[config.mk]
export PLATFORM = sky130hd
export DESIGN_NAME = uart_mem_loader
export DESIGN_NICKNAME = d
export VERILOG_FILES = /design/src/rtl/loader_pkg.sv /design/src/rtl/uart_rx_core.sv /design/src/rtl/uart_mem_loader.sv
export SDC_FILE = /design/constraint.sdc
export NUM_CORES = 1
export LEC_CHECK = 0
export ABC_AREA = 1
export CAP_MARGIN = 15
export CELL_PAD_IN_SITES_DETAIL_PLACEMENT = 1
export CELL_PAD_IN_SITES_GLOBAL_PLACEMENT = 1
export CORE_MARGIN = 2
export CORE_UTILIZATION = 48
export CTS_BUF_LIST = sky130_fd_sc_hd__clkbuf_8 sky130_fd_sc_hd__clkbuf_16
export DETAILED_ROUTE_END_ITERATION = 10
export GPL_TIMING_DRIVEN = 0
export PLACE_DENSITY_LB_ADDON = 0.1
export SETUP_SLACK_MARGIN = 0.15
export SYNTH_ARGS = -nofsm -noshare
export SYNTH_HDL_FRONTEND = slang
export SYNTH_SLANG_ARGS = --single-unit
[constraint.sdc]
create_clock -name clk_i -period 3.3 [get_ports clk_i]
set_input_delay 0.66 -clock clk_i [delete_from_list [all_inputs] [get_ports clk_i]]
set_output_delay 0.66 -clock clk_i [all_outputs]
set_load 0.02 [all_outputs]
[src/rtl/loader_pkg.sv]
// rtl/loader_pkg.sv - shared types and constants for the UART memory loader
package loader_pkg;

   typedef enum logic [2:0] {
      ST_IDLE,
      ST_SEL,
      ST_LEN_LO,
      ST_LEN_HI,
      ST_DATA,
      ST_CSUM
   } state_e;

   typedef enum logic [2:0] {
      U_IDLE,
      U_START,
      U_DATA,
      U_STOP,
      U_BREAK
   } uart_state_e;

   localparam logic [7:0] SYNC_BYTE_DEF = 8'hA5;

   // Byte positions of the header fields within a frame.
   localparam int HDR_SYNC_OFS   = 0;
   localparam int HDR_SEL_OFS    = 1;
   localparam int HDR_LEN_LO_OFS = 2;
   localparam int HDR_LEN_HI_OFS = 3;

   // Bit positions of the two LEN bytes within the 16-bit word count.
   localparam int LEN_LO_SHIFT = 8 * (HDR_LEN_LO_OFS - HDR_LEN_LO_OFS);
   localparam int LEN_HI_SHIFT = 8 * (HDR_LEN_HI_OFS - HDR_LEN_LO_OFS);

   function automatic int calc_bpw(input int data_w);
      return data_w / 8;
   endfunction

endpackage

[src/rtl/uart_rx_core.sv]
// rtl/uart_rx_core.sv - 8N1 UART receiver: synchroniser, bit timer, deserialiser
module uart_rx_core
   import loader_pkg::*;
(
   input  logic        clk_i,
   input  logic        rst_ni,
   input  logic        rx_i,
   input  logic [15:0] clks_per_bit,
   output logic        dv_o,
   output logic [7:0]  byte_o
);

   logic        rx_meta_q, rx_sync_q;
   uart_state_e state_q, state_d;
   logic [15:0] cnt_q, cnt_d;
   logic [2:0]  bit_q, bit_d;
   logic [7:0]  shift_q, shift_d;
   logic [7:0]  byte_q, byte_d;
   logic        dv_q, dv_d;

   always_ff @(posedge clk_i or negedge rst_ni) begin
      if (!rst_ni) begin
         rx_meta_q <= 1'b1;
         rx_sync_q <= 1'b1;
         state_q   <= U_IDLE;
         cnt_q     <= '0;
         bit_q     <= '0;
         shift_q   <= '0;
         byte_q    <= '0;
         dv_q      <= 1'b0;
      end else begin
         rx_meta_q <= rx_i;
         rx_sync_q <= rx_meta_q;
         state_q   <= state_d;
         cnt_q     <= cnt_d;
         bit_q     <= bit_d;
         shift_q   <= shift_d;
         byte_q    <= byte_d;
         dv_q      <= dv_d;
      end
   end

   always_comb begin
      state_d = state_q;
      cnt_d   = cnt_q + 16'd1;
      bit_d   = bit_q;
      shift_d = shift_q;
      byte_d  = byte_q;
      dv_d    = 1'b0;
      unique case (state_q)
         U_IDLE: begin
            cnt_d = '0;
            if (!rx_sync_q) state_d = U_START;
         end
         U_START: begin
            if (cnt_q == (clks_per_bit >> 1) - 16'd1) begin
               cnt_d   = '0;
               bit_d   = '0;
               state_d = rx_sync_q ? U_IDLE : U_DATA;
            end
         end
         U_DATA: begin
            if (cnt_q == clks_per_bit - 16'd1) begin
               cnt_d   = '0;
               shift_d = {rx_sync_q, shift_q[7:1]};
               bit_d   = bit_q + 3'd1;
               if (bit_q == 3'd7) state_d = U_STOP;
            end
         end
         U_STOP: begin
            if (cnt_q == clks_per_bit - 16'd1) begin
               cnt_d = '0;
               if (rx_sync_q) begin
                  dv_d    = 1'b1;
                  byte_d  = shift_q;
                  state_d = U_IDLE;
               end else begin
                  state_d = U_BREAK;
               end
            end
         end
         U_BREAK: begin
            // Framing error: wait for the line to return high before hunting for a start bit.
            cnt_d = '0;
            if (rx_sync_q) state_d = U_IDLE;
         end
         default: state_d = U_IDLE;
      endcase
   end

   assign dv_o   = dv_q;
   assign byte_o = byte_q;

endmodule

[src/rtl/uart_mem_loader.sv]
// rtl/uart_mem_loader.sv - framed UART loader writing words into one of NUM_MEM memories
module uart_mem_loader
   import loader_pkg::*;
#(
   parameter int         DATA_W    = 32,
   parameter int         ADDR_W    = 12,
   parameter int         NUM_MEM   = 2,
   parameter logic [7:0] SYNC_BYTE = SYNC_BYTE_DEF
) (
   input  logic               clk_i,
   input  logic               rst_ni,
   input  logic               prog_i,
   input  logic               rx_i,
   input  logic [15:0]        clks_per_bit,
   output logic [NUM_MEM-1:0] we_o,
   output logic [ADDR_W-1:0]  addr_o,
   output logic [DATA_W-1:0]  wdata_o,
   output logic               reset_o,
   output logic               busy_o,
   output logic               err_o
);

   localparam int BPW    = calc_bpw(DATA_W);
   localparam int LANE_W = (BPW > 1) ? $clog2(BPW) : 1;

   logic       rx_dv;
   logic [7:0] rx_byte;

   uart_rx_core u_rx (
      .clk_i        (clk_i),
      .rst_ni       (rst_ni),
      .rx_i         (rx_i),
      .clks_per_bit (clks_per_bit),
      .dv_o         (rx_dv),
      .byte_o       (rx_byte)
   );

   state_e             state_q, state_d;
   logic [7:0]         sel_q, sel_d;
   logic [15:0]        len_q, len_d;
   logic [15:0]        words_q, words_d;
   logic [LANE_W-1:0]  lane_q, lane_d;
   logic [DATA_W-1:0]  word_q, word_d;
   logic [7:0]         csum_q, csum_d;
   logic [ADDR_W-1:0]  waddr_q, waddr_d;
   logic               err_q, err_d;
   logic [NUM_MEM-1:0] we_q, we_d;
   logic [ADDR_W-1:0]  addr_q, addr_d;
   logic [DATA_W-1:0]  wdata_q, wdata_d;
   logic               reset_q;

   always_ff @(posedge clk_i or negedge rst_ni) begin
      if (!rst_ni) begin
         state_q <= ST_IDLE;
         sel_q   <= '0;
         len_q   <= '0;
         words_q <= '0;
         lane_q  <= '0;
         word_q  <= '0;
         csum_q  <= '0;
         waddr_q <= '0;
         err_q   <= 1'b0;
         we_q    <= '0;
         addr_q  <= '0;
         wdata_q <= '0;
         reset_q <= 1'b0;
      end else begin
         state_q <= state_d;
         sel_q   <= sel_d;
         len_q   <= len_d;
         words_q <= words_d;
         lane_q  <= lane_d;
         word_q  <= word_d;
         csum_q  <= csum_d;
         waddr_q <= waddr_d;
         err_q   <= err_d;
         we_q    <= we_d;
         addr_q  <= addr_d;
         wdata_q <= wdata_d;
         reset_q <= prog_i | busy_o;
      end
   end

   always_comb begin
      state_d = state_q;
      sel_d   = sel_q;
      len_d   = len_q;
      words_d = words_q;
      lane_d  = lane_q;
      word_d  = word_q;
      csum_d  = csum_q;
      waddr_d = waddr_q;
      err_d   = err_q;
      we_d    = '0;
      addr_d  = addr_q;
      wdata_d = wdata_q;
      // Leaving programming mode mid-frame wins over any byte arriving this cycle.
      if (state_q != ST_IDLE && !prog_i) begin
         state_d = ST_IDLE;
         err_d   = 1'b1;
      end else if (rx_dv) begin
         unique case (state_q)
            ST_IDLE: begin
               if (prog_i && rx_byte == SYNC_BYTE) begin
                  state_d = ST_SEL;
                  err_d   = 1'b0;
                  csum_d  = '0;
               end
            end
            ST_SEL: begin
               sel_d   = rx_byte;
               if (int'(rx_byte) >= NUM_MEM) err_d = 1'b1;
               state_d = ST_LEN_LO;
            end
            ST_LEN_LO: begin
               len_d[LEN_LO_SHIFT +: 8] = rx_byte;
               state_d = ST_LEN_HI;
            end
            ST_LEN_HI: begin
               len_d[LEN_HI_SHIFT +: 8] = rx_byte;
               waddr_d = '0;
               words_d = '0;
               lane_d  = '0;
               state_d = (len_d == 16'd0) ? ST_CSUM : ST_DATA;
            end
            ST_DATA: begin
               csum_d = csum_q ^ rx_byte;
               word_d[int'(lane_q)*8 +: 8] = rx_byte;
               if (lane_q == LANE_W'(BPW - 1)) begin
                  lane_d = '0;
                  for (int m = 0; m < NUM_MEM; m++) begin
                     if (int'(sel_q) == m) we_d[m] = 1'b1;
                  end
                  addr_d  = waddr_q;
                  wdata_d = word_d;
                  waddr_d = waddr_q + ADDR_W'(1);
                  words_d = words_q + 16'd1;
                  if (words_d == len_q) state_d = ST_CSUM;
               end else begin
                  lane_d = lane_q + LANE_W'(1);
               end
            end
            ST_CSUM: begin
               if (rx_byte != csum_q) err_d = 1'b1;
               state_d = ST_IDLE;
            end
            default: state_d = ST_IDLE;
         endcase
      end
   end

   assign we_o    = we_q;
   assign addr_o  = addr_q;
   assign wdata_o = wdata_q;
   assign busy_o  = (state_q != ST_IDLE);
   assign err_o   = err_q;
   assign reset_o = reset_q;

endmodule

==> impl_metrics.ini, run 1 <==
[power_and_ir_drop]
p_per_area_nw_per_um2 = 453
seq_power_share = 0.450
p_clk_frac = 0.388
p_switching_uw = 1700
comb_power_share = 0.161
internal-power_uw = 3770
power.total_uw = 5460
irDropWorstVdd_v = 0.000323
p_leak_uw = 0.00601
switching_share = 0.311

[synth]
synth_ff_type = dfrtp_1
synth_top_area_cell = dfrtp_1
yosys_warnings = 0
synth_edf_count = 0
synth.top_cell.area_share = 0.444
ys_ff_latch = 186
yosys.cell_types.count = 47
synth-async-reset-ratio = 1.00
synth_most_common_cell = nand2_1
synth-seq-area-share = 0.449
syn_nets = 1406
syn_inst = 1373
syn_area_per_cell_um2 = 7.56
synth_common_cells = nand2_1 (422), dfrtp_1 (184), inv_1 (163), nor2_1 (123), o21ai_0 (91)
ys_top_cells_by_area = dfrtp_1 (44%), nand2_1 (15%), inv_1 (5.9%)
syn_area_um2 = 10400

[die]
fp.dieH_um = 151
start_util = 0.491
coreArea_um2 = 21200
rows = 53
die_x_um = 151
dieArea_um2 = 22800
ioPinCount = 69

[critical_path]
end_kind = flop
r2r-end = wdata_o[24]
worst_ep_required_time_ps = 3630
crit-reg2reg-launch = state_q[0]
r2r_cells = 11
worstSetupStartpointType = input pin
criticalPathCategory = input pin to flop
path_max_fanout = 10
reg2reg_setup_slack_ps = 540
critPathArrivalTime_ps = 3300
critPathLaunch = clks_per_bit[0]

[hold_path]
worstHoldPathType = input pin to async pin

[sta]
tightest_slew_ps = 723
clock.fmax_mhz = 337
finalCriticalPeriod_ps = 2960
hold_viol = 0
setup_violations = 0
hold_slack_ps = 234
finalSetupTns_ps = 0
rsz0062_at_grt = false
finalCritPeriodShare = 0.898
slew_headroom = 0.518
slew_violations = 0
skew_ps = 13.6

[clock_tree]
ctsHtreeMaxLevel = 4
clock_latency_ps = 450
clock-root-buffer = clkbuf_16
tritoncts = done
numCtsBuffers = 17
cts.path.max_buffers = 2
cts.sinks = 186
path_clk_slew_ps = 80

[global_route]
antenna_found_initial = 0
use_met1 = 0.371
gr-usage-met3 = 0.0464
grt_pass1_wl_mm = 49.7
gr-usage-met2 = 0.469
grt_pass1_vias = 9915
grt-ovfl-total = 0
top_usage_layer = met2
grt_use_total = 0.277
grt_max_degree = 99

[drt]
drt_iter0_drc = 346
drc = 0
drt_first_pass_iters = 5
avgViaCountPerCell = 5.33
wl_per_cell_um = 17.0
vias = 9332
final_antenna_net_count = 0
finalWirelength_mm = 29.8

[placed_design]
port_buffers = 67
post-dp-hpwl_mm = 21.8
gp_congestion = 0.884
placed_area_um2 = 11400

[finish]
fin_area_um2 = 12100
nNetsFinal = 1495
seq_area_um2 = 4660
antenna_cells = 0
fillers = 2650
multi_input_area_um2 = 4900
syn_to_final_growth_pct = 16.2
drive_above_1_share = 0.0814

[run_status]
status = complete, no violations

[run]
drv_cap = 0
[sequential cells by signal, indices dropped and copies added (netlist names)]
signal	count
lane_q	2
sel_q	8
u_rx.rx_sync_q	1
addr_o	12
u_rx.dv_o	1
we_o	2
len_q	16
state_q	3
u_rx.cnt_q	16
u_rx.shift_q	8
u_rx.byte_o	8
wdata_o	32
reset_o	1
words_q	16
err_o	1
u_rx.bit_q	3
csum_q	8
word_q	32
u_rx.rx_meta_q	1
waddr_q	12
u_rx.state_q	3
[power by group through the flow]
stage | combinational, µW | sequential (µW) | clock (µW)
floorplan | 560 | 2490 | 0
global placement | 824 | 2500 | 0
detailed placement | 859 | 2500 | 0
CTS | 864 | 2460 | 2160
global route | 1000 | 2480 | 2260
finish | 882 | 2460 | 2120
[cell type report]
type | instances | share of cell area
sequential | 186 | 0.386
clock inverter | 15 | 0.0148
inverter | 167 | 0.0520
timing repair buffer | 70 | 0.0596
tap | 275 | 0.0285
buffer | 44 | 0.0166
clock buffer | 17 | 0.0353
multi-input combinational | 976 | 0.407
[worst max path at each step]
stage / end / cells past startpoint
6_report: u_rx.byte_o[6] / 17
5_1_grt: u_rx.cnt_q[0] / 15
4_1_cts: u_rx.cnt_q[5] / 15
3_5_place_dp: u_rx.cnt_q[5] / 15
3_3_place_gp: wdata_o[13] / 1
2_1_floorplan: u_rx.byte_o[0] / 15
[kinds of logic (layout without fill, tap and decap cells)]
family | after synthesis | after routing | share of synthesized area
AO/OA/AOI/OAI | 169 | 169 | 0.0943
XOR/XNOR | 42 | 42 | 0.0368
adder cells (fa/ha/maj) | 13 | 13 | 0.0157
buffers and inverters | 211 | 313 | 0.0797
flip-flops | 186 | 186 | 0.449
AND/OR/NAND/NOR | 752 | 752 | 0.325
[routing by layer]
metal | routed length, µm | share of wire | vias up
met3 | 936 | 0.031 | 46
met4 | 518 | 0.017 | 0
li1 | - | - | 4554
met1 | 13900 | 0.47 | 4599
met5 | 0 | 0 | -
met2 | 14400 | 0.48 | 133
[critical path: stages]
cell and delay (ps):
clkdlybuf4s50_1 600, inv_2 150, ha_2 310, nand2_4 110
nor2_1 140, nand2_1 70, nand2_1 130, nand2_1 110
nor2_4 120, nand2_2 60, nor2_4 130, nand3_4 120
buf_6 190, nor2_8 90, nand2_4 110, nor2_2 110
nor2_1 70
[repair_timing]
action | CTS | global route
gates resized for setup | 0 | 4
hold buffers | 0 | 0
setup buffers | 0 | 2
endpoints found under the setup margin | 0 | 90
[stage by stage]
| stage | worst slack, ps | std cells | util |
|---|---|---|---|
| 6_report | 336 | 1750 | 0.570 |
| 5_1_grt | 156 | 1750 | 0.570 |
| 4_1_cts | 163 | 1748 | 0.569 |
| 3_5_place_dp | -317 | 1716 | 0.540 |
| 3_3_place_gp | -6480 | 1715 | 0.539 |
| 2_1_floorplan | 721 | 1373 | - |
[layout by cell type (no fill, tap or decap), drive strengths merged, types with 13 or more instances in the layout]
cell type / synthesis / final
nand3: 90 / 90
ha: 13 / 13
clkdlybuf4s50: 0 / 66
inv: 167 / 174
dfrtp: 184 / 184
nor2: 166 / 166
clkbuf: 30 / 47
a21oi: 16 / 16
xnor2: 14 / 14
nor3: 22 / 22
xor2: 27 / 27
nand2: 434 / 434
buf: 14 / 18
o21ai: 100 / 100
o22ai: 28 / 28
nand4: 25 / 25
Note: power is estimated with default switching activity, not from simulation.
==> run 2, diff against run 1 <==
--- a/config.mk
+++ b/config.mk
@@ -12,6 +12,7 @@
 export CORE_MARGIN = 2
 export CORE_UTILIZATION = 48
 export CTS_BUF_LIST = sky130_fd_sc_hd__clkbuf_8 sky130_fd_sc_hd__clkbuf_16
+export CTS_CLUSTER_DIAMETER = 80
 export DETAILED_ROUTE_END_ITERATION = 10
 export GPL_TIMING_DRIVEN = 0
 export PLACE_DENSITY_LB_ADDON = 0.1
@@ -19,3 +20,4 @@
 export SYNTH_ARGS = -nofsm -noshare
 export SYNTH_HDL_FRONTEND = slang
 export SYNTH_SLANG_ARGS = --single-unit
+export TNS_END_PERCENT = 30
==> results of run 2 <==
Final layout, timing and power as in run 1 (identical DEF).
==> run 3, diff against run 2 <==
--- a/config.mk
+++ b/config.mk
@@ -10,10 +10,11 @@
 export CELL_PAD_IN_SITES_DETAIL_PLACEMENT = 1
 export CELL_PAD_IN_SITES_GLOBAL_PLACEMENT = 1
 export CORE_MARGIN = 2
-export CORE_UTILIZATION = 48
+export CORE_UTILIZATION = 51
 export CTS_BUF_LIST = sky130_fd_sc_hd__clkbuf_8 sky130_fd_sc_hd__clkbuf_16
 export CTS_CLUSTER_DIAMETER = 80
 export DETAILED_ROUTE_END_ITERATION = 10
+export DONT_BUFFER_PORTS = 1
 export GPL_TIMING_DRIVEN = 0
 export PLACE_DENSITY_LB_ADDON = 0.1
 export SETUP_SLACK_MARGIN = 0.15
==> impl_metrics.ini, run 3 (synthesis gave the netlist of run 1 again) <==
[run_status]
status = finished with violations
failed_checks = hold timing

[hold_path]
worstHoldPathType = input pin to async pin

[drt]
drt_iter0_drc = 475
drt_first_pass_iters = 5
final_antenna_net_count = 0
drc = 0
avgViaCountPerCell = 5.45
finalWirelength_mm = 29.0
vias = 9125
wl_per_cell_um = 17.3

[global_route]
grt_max_degree = 187
grt_pass1_wl_mm = 48.8
grt-ovfl-total = 0
grt_pass1_vias = 9600
grt_use_total = 0.282
antenna_found_initial = 0

[placed_design]
port_buffers = 0
gp_congestion = 0.904
post-dp-hpwl_mm = 20.8
dp.cells = 1643
placed_area_um2 = 10700
place_ws_ps = 174

[clock_tree]
path_clk_slew_ps = 80
clock-root-buffer = clkbuf_16
ctsHtreeMaxLevel = 4
tritoncts = done
cts.sinks = 186
clock_latency_ps = 440
cts_setup_buffers = 0
cts.path.max_buffers = 2
numCtsBuffers = 17

[critical_path]
worstSetupStartpointType = flop
r2r_cells = 10
end_kind = flop
criticalPathCategory = flop to flop
slowest_stage = dfrtp_1
path_max_fanout = 10
cpPeakStageDelay_ps = 440
critPathArrivalTime_ps = 3110
cp_cell_sequence = nor2_2 -> nand2_1 -> a21oi_1 -> nand2_1 -> nor2_1 -> inv_1 -> nor2_4 -> inv_2 -> clkbuf_1 -> o22ai_1
worst_ep_required_time_ps = 3640
cp_common_cell = nand2_1

[sta]
hold_slack_ps = -93.5
slew_violations = 0
rsz0062_at_grt = false
setup_violations = 0
hold_viol = 145
tightest_slew_ps = 601
clock.fmax_mhz = 361
skew_ps = 12.0
finalSetupTns_ps = 0
worst_slack_ps = 533
finalCritPeriodShare = 0.838
finalCriticalPeriod_ps = 2770
slew_headroom = 0.600

[finish]
nNetsFinal = 1425
layout.cells.most_common = nand2_1
drive_above_1_share = 0.0804
antenna_cells = 0
final_cell_mix = nand2_1 (422), dfrtp_1 (184), inv_1 (163)
syn_to_final_growth_pct = 9.04
fin_area_um2 = 11300
utilization = 0.563
layout.cells.non_filler = 1675

[die]
start_util = 0.516
dieArea_um2 = 21500
fp.dieH_um = 147
coreArea_um2 = 20100
die_x_um = 147
rows = 52
ioPinCount = 69

[run]
drv_cap = 0

[power_and_ir_drop]
p_per_area_nw_per_um2 = 466
p_leak_uw = 0.00574
irDropWorstVdd_v = 0.000371
run 3: area by class of cell:
class                      instances  area, µm²
clock inverter                    15        170
buffer                            44        200
multi-input combinational        976       4900
tap                              270        338
fill                            2554       8790
inverter                         167        627
clock buffer                      17        425
sequential                       186       4660
run 3: routing by layer:
layer | vias to the layer above | routed length [µm] | GRT usage
met3 | 29 | 848 | 0.0397
met2 | 131 | 14000 | 0.474
met1 | 4536 | 13700 | 0.386
met5 | - | 0 | 0
li1 | 4429 | - | -
met4 | 0 | 456 | 0.0718
run 3: through the flow:
stage               power [µW]  hold slack, ps
floorplan                 3050             345
global placement          3200             345
detailed placement        3240             351
CTS                       5310            -108
global route              5490            -114
finish                    5270           -93.5
run 3: worst max-delay path, delay by kind of cell (launching register included):
family,cells,cell delay [ps]
flip-flops,1,440
AND/OR/NAND/NOR,5,1100
AO/OA/AOI/OAI,2,440
buffers and inverters,3,670
run 3: worst paths after layout:
path | start | end | slack, ps
worst max register to register | state_q[0] | words_q[14] | 530
worst min register to register | u_rx.rx_meta_q | u_rx.rx_sync_q | 360
min in group clk_i | rx_i | u_rx.rx_meta_q | 220
max in group asynchronous | rst_ni | addr_o[0] | 3010
worst min-delay path | rst_ni | u_rx.bit_q[1] | -90
worst max-delay path | state_q[0] | words_q[14] | 530
run 3: timing repair:
item | CTS | global route
hold endpoints to repair | 184 | 184
endpoints found under the setup margin | 0 | 16
resized for setup | 0 | 1
run 3: report_power, final:
| part | total (µW) | switching [µW] | internal (µW) |
|---|---|---|---|
| Combinational | 718 | 479 | 239 |
| Sequential | 2480 | 110 | 2370 |
| Clock | 2070 | 1050 | 1020 |
